### config.mk
export PLATFORM = sky130hd
export DESIGN_NAME = rtc_data_arbiter
export DESIGN_NICKNAME = d
export VERILOG_FILES = /design/src/rtl/rtc_data_arbiter.sv
export SDC_FILE = /design/constraint.sdc
export NUM_CORES = 1
export LEC_CHECK = 0
export ABC_AREA = 1
export BUFFER_PORTS_ARGS = -buffer_cell sky130_fd_sc_hd__buf_4
export CAP_MARGIN = 20
export CELL_PAD_IN_SITES_DETAIL_PLACEMENT = 0
export CELL_PAD_IN_SITES_GLOBAL_PLACEMENT = 1
export CORE_ASPECT_RATIO = 0.8
export CORE_MARGIN = 3
export CORE_UTILIZATION = 50
export DETAILED_ROUTE_END_ITERATION = 16
export MAX_ROUTING_LAYER = met4
export PLACE_DENSITY = 0.8
export SLEW_MARGIN = 40
export SYNTH_ARGS = -nofsm -noshare
export SYNTH_HDL_FRONTEND = slang
export SYNTH_SLANG_ARGS = --single-unit
### constraint.sdc
create_clock -name clk -period 4.5 [get_ports clk]
set_clock_uncertainty 0.05 [all_clocks]
set_input_delay 0.675 -clock clk [delete_from_list [all_inputs] [get_ports clk]]
set_output_delay 0.675 -clock clk [all_outputs]
set_load 0.1 [all_outputs]
### src/rtl/rtc_data_arbiter.sv
`default_nettype none
// ============================================================================
// Module   : rtc_data_arbiter
// Purpose  : RTC time/date/timer register bank with two-requester write
//            arbitration (edit unit over RTC reader), a shadow bank for
//            writes and a display bank committed at vertical blanking so the
//            character generator never shows a half-updated time.
// Ports    : clk, reset       - clock, synchronous active-high reset
//            rtc_req/addr/wdata, rtc_gnt - RTC reader write port
//            ed_req/addr/wdata,  ed_gnt  - edit unit write port
//            edit_lock        - discard RTC data while the user edits
//            frame_tick       - start of vertical blanking, triggers commit
//            vid_addr/vid_data - registered display bank read port
//            busy             - commit copy in progress
// Revision : 1.0 - initial release
// ============================================================================
module rtc_data_arbiter #(
    parameter int NREG = 9,
    parameter int DW   = 8,
    parameter int AW   = 4
) (
    input  logic          clk,
    input  logic          reset,
    input  logic          rtc_req,
    input  logic [AW-1:0] rtc_addr,
    input  logic [DW-1:0] rtc_wdata,
    output logic          rtc_gnt,
    input  logic          ed_req,
    input  logic [AW-1:0] ed_addr,
    input  logic [DW-1:0] ed_wdata,
    output logic          ed_gnt,
    input  logic          edit_lock,
    input  logic          frame_tick,
    input  logic [AW-1:0] vid_addr,
    output logic [DW-1:0] vid_data,
    output logic          busy
);

    localparam int IW = (NREG > 1) ? $clog2(NREG) : 1;
    localparam logic [AW-1:0] c_nreg_addr = AW'(NREG);
    localparam logic [IW-1:0] c_last_idx  = IW'(NREG - 1);

    typedef enum logic [0:0] {
        ST_IDLE = 1'b0,
        ST_COPY = 1'b1
    } state_t;

    state_t          r_state;
    state_t          w_state_nxt;
    logic [DW-1:0]   r_shadow  [NREG];
    logic [DW-1:0]   r_display [NREG];
    logic [IW-1:0]   r_idx;
    logic            r_dirty;
    logic            r_rtc_gnt;
    logic            r_ed_gnt;
    logic [DW-1:0]   r_vid_data;

    logic            w_commit;
    logic            w_acc_ed;
    logic            w_acc_rtc;
    logic [AW-1:0]   w_wr_addr;
    logic [DW-1:0]   w_wr_data;
    logic            w_wr_en;

    // Next-state and accept decisions. A commit start takes precedence over
    // arbitration, so no grant is issued on the cycle COPY begins. Gating
    // eligibility on the requester's own gnt register forces a one-cycle gap
    // and stops a still-held request from being written twice.
    always_comb begin
        w_state_nxt = r_state;
        w_commit    = 1'b0;
        w_acc_ed    = 1'b0;
        w_acc_rtc   = 1'b0;
        case (r_state)
            ST_IDLE: begin
                if (frame_tick && r_dirty) begin
                    w_commit    = 1'b1;
                    w_state_nxt = ST_COPY;
                end else if (ed_req && !r_ed_gnt) begin
                    w_acc_ed = 1'b1;
                end else if (rtc_req && !r_rtc_gnt) begin
                    w_acc_rtc = 1'b1;
                end
            end
            ST_COPY: begin
                if (r_idx == c_last_idx) begin
                    w_state_nxt = ST_IDLE;
                end
            end
            default: w_state_nxt = ST_IDLE;
        endcase
    end

    // RTC data is granted but dropped under edit_lock so the reader keeps
    // running; out-of-range addresses are granted and dropped for everyone.
    always_comb begin
        w_wr_addr = w_acc_ed ? ed_addr  : rtc_addr;
        w_wr_data = w_acc_ed ? ed_wdata : rtc_wdata;
        w_wr_en   = (w_acc_ed || (w_acc_rtc && !edit_lock)) &&
                    (w_wr_addr < c_nreg_addr);
    end

    always_ff @(posedge clk) begin
        if (reset) begin
            r_state    <= ST_IDLE;
            r_idx      <= '0;
            r_dirty    <= 1'b0;
            r_rtc_gnt  <= 1'b0;
            r_ed_gnt   <= 1'b0;
            r_vid_data <= '0;
            for (int i = 0; i < NREG; i++) begin
                r_shadow[i]  <= '0;
                r_display[i] <= '0;
            end
        end else begin
            r_state   <= w_state_nxt;
            r_ed_gnt  <= w_acc_ed;
            r_rtc_gnt <= w_acc_rtc;

            if (w_commit) begin
                r_idx   <= '0;
                r_dirty <= 1'b0;
            end else if (w_wr_en) begin
                r_dirty <= 1'b1;
            end

            if (w_wr_en) begin
                r_shadow[w_wr_addr] <= w_wr_data;
            end

            // One slot per cycle; a read of a slot being copied this edge
            // still returns the old value, which is the intended behaviour.
            if (r_state == ST_COPY) begin
                r_display[r_idx] <= r_shadow[r_idx];
                r_idx            <= r_idx + 1'b1;
            end

            r_vid_data <= (vid_addr < c_nreg_addr) ? r_display[vid_addr] : '0;
        end
    end

    assign rtc_gnt  = r_rtc_gnt;
    assign ed_gnt   = r_ed_gnt;
    assign vid_data = r_vid_data;
    assign busy     = (r_state == ST_COPY);

endmodule
`default_nettype wire

==> flow_summary.yaml <==
route:
  routed_wl_mm: 23.3
  wl_per_cell_um: 17.9
  vias: 7013
  dr.pass1.iters: 6
  drc: 0
  final_antenna_net_count: 0
  detail_route.vias_per_cell: 5.40
  drt-initial-drc-count: 645
min_path:
  min_path_type: "in -> reg"
sta:
  setup-violations-final: 0
  relSlewSlack_pct: 44.6
  worst_pin_slew_ps: 831
  maxClockFrequency_mhz: 360
  period_needed_ps: 2780
  hold_viol_final: 0
  finalCritPeriodShare_pct: 61.8
  tns_ps: 0
  rsz0062_at_grt: "no"
  maxSlewViolCount: 0
  fin_hold_ws_ps: 397
power_and_ir_drop:
  power_leakage_nw: 4.24
  ir_worst_vdd_mv: 0.311
  power_density_mw_per_mm2: 404
floorplanning:
  die-area_mm2: 0.0222
  rows: 46
  core-area_mm2: 0.0200
  die_h_um: 134
  start_util_pct: 51.2
  io_pins: 45
  die_x_um: 166
critical_path:
  cpLargestDelayFamily: "simple AND/OR/NAND/NOR gates"
  worst-path-max-fanout: 12
  worstSetupEndpointType: "register"
  cpMaxStageDelayCell: "o21ai_1"
  path_buf_inv: 2
  slowest_delay_ps: 650
  path_class: "reg -> reg"
  timing.critical_path.required_ps: 4580
  start_kind: "register"
  cp.arrival_ps: 2860
  crit_chain: "inv_2, nand2_4, nor2_4, nand2_1, nand2_1, nand2_2, inv_1, nand2_2, o21ai_1"
clocking:
  cts_root_buffer: "clkbuf_16"
  cts_resized: 0
  cts_buffers: 23
  cts_setup_buffers: 0
  clkTransAtPathRegs_ps: 60
  clock_sinks: 220
  clkLatencyLatePin_ps: 500
  h-tree-depth: 1
  ctsHoldBuffers: 0
  cts_tree: "done"
  clock_path_buffers: 3
yosys:
  yosysSeqAreaShare_pct: 62.6
  ys_top_cells_by_area: "edfxtp_1, nor3_2, a21oi_1, dfxtp_1, nand2_1"
  synth_cell_types: 39
  synth-edff-count: 200
  synthFlopType: "edfxtp_1"
  syn_avg_cell_area_um2: 11.0
  yosys.area.top_type_share_pct: 58.7
  synth_top_cells_by_count: "edfxtp_1, a21oi_1, nand2_1"
  synth_cells: 930
  synthMostInstantiatedCell: "edfxtp_1"
  synth_top_cell_by_area: "edfxtp_1"
  async_flop_share_pct: 0
  synth_warnings: 0
  ys_ff_latch: 220
  syn_area_mm2: 0.0102
global_route:
  first_global_vias: 6657
  grtUsageTotal_pct: 21.3
  grt_overflow: 0
  antenna_found_initial: 0
  grt_pass1_wl_mm: 36.3
  grt_max_degree: 82
finish:
  drive_above_1_share_pct: 18.9
  diodes: 0
  final_nets: 1057
  layoutNonFillerInstCount: 1299
  syn2layout_area_growth_pct: 13.7
  nFillCells: 1662
place:
  io_buffers: 44
  placed_cells: 1258
  finalWeightedCongestion: 0.833
  place_hpwl_mm: 15.2
run:
  cap_viol_max_count: 0
status:
  status: "finished clean"
[placed cells by master, fill, tap and decap left out, types with 2 or more instances in the layout]
cell,count
conb_1,56
o211ai_1,32
inv_1,94
o21ai_0,55
nand4_1,3
nor2_1,53
nor3_1,4
o21bai_1,3
nand2_1,103
clkinv_2,8
nor3_2,60
or2_2,9
o21ai_1,4
clkbuf_1,6
nor2_2,2
ha_1,4
o21ai_2,7
a21oi_1,116
nand2_2,10
edfxtp_1,200
clkinv_1,3
buf_4,57
nand3_1,66
clkbuf_8,2
o221ai_1,8
clkbuf_16,23
a21oi_2,2
dfxtp_1,18
o22ai_1,8
inv_2,5
nand2_4,3
[per-stage QoR]
step           utilization [%]  power [W]  cell area, um2  setup slack [ps]
4_1_cts                   58.2    0.00472           11600              1750
3_3_place_gp              54.8    0.00301           11000              1230
2_1_floorplan                -    0.00286           10400              1390
6_report                  58.3    0.00470           11600              1720
5_1_grt                   58.3    0.00486           11600              1470
3_5_place_dp              54.8    0.00302           11000              1300
[where the power goes]
part	switching, W	internal, W
clock network	0.000748	0.000974
registers	0.0000534	0.00237
logic	0.000426	0.000133
[registers in the layout (all words and copies together) (netlist names), named ones only]
signal     flops
r_idx          4
busy           1
r_dirty        1
rtc_gnt        1
ed_gnt         1
vid_data       8
r_shadow     128
r_display     72
[cell families (layout without fill, tap and decap cells)]
| family | count (synthesis) | in the layout | synth area share [%] |
|---|---|---|---|
| simple gates | 318 | 318 | 17.3 |
| other cells | 1 | 56 | 0.0366 |
| buf+inv | 149 | 199 | 6.16 |
| fa+ha+maj | 4 | 4 | 0.489 |
| flops | 220 | 220 | 62.6 |
| compound gates | 238 | 238 | 13.4 |
[layout make-up]
type	instances	area [um2]	area share (%)
Clock buffer	31	626	5.38
Timing Repair Buffer	57	428	3.68
Sequential cell	220	6410	55.1
Tap cell	264	330	2.84
Inverter	101	379	3.26
Multi-Input combinational cell	616	3410	29.3
Clock inverter	10	51.3	0.441
[per-layer routing]
metal / up-vias / part of all wire, % / track usage, %
met2: 248 / 46 / 32.5
met5: - / 0 / -
li1: 3437 / - / -
met4: 0 / 2.0 / 5.64
met1: 3290 / 46 / 30.7
met3: 38 / 6.0 / 2.50
[worst register-to-register path, cell delays in order, from the launching register on]
cell and delay, ps:
dfxtp_1 360, inv_2 130, nand2_4 100, nor2_4 380, nand2_1 150, nand2_1 170, nand2_2 80, inv_1 130
nand2_2 210, o21ai_1 650
[final timing paths]
path,end,cells after the start,slack (ps),startpoint
setup / recovery,r_shadow[0][3],9,1720,busy
hold reg to reg,r_dirty,2,440,r_dirty
hold / removal,rtc_gnt,3,400,rtc_req
setup reg to reg,r_shadow[0][3],9,1720,busy
(Power assumes the default switching activity.)
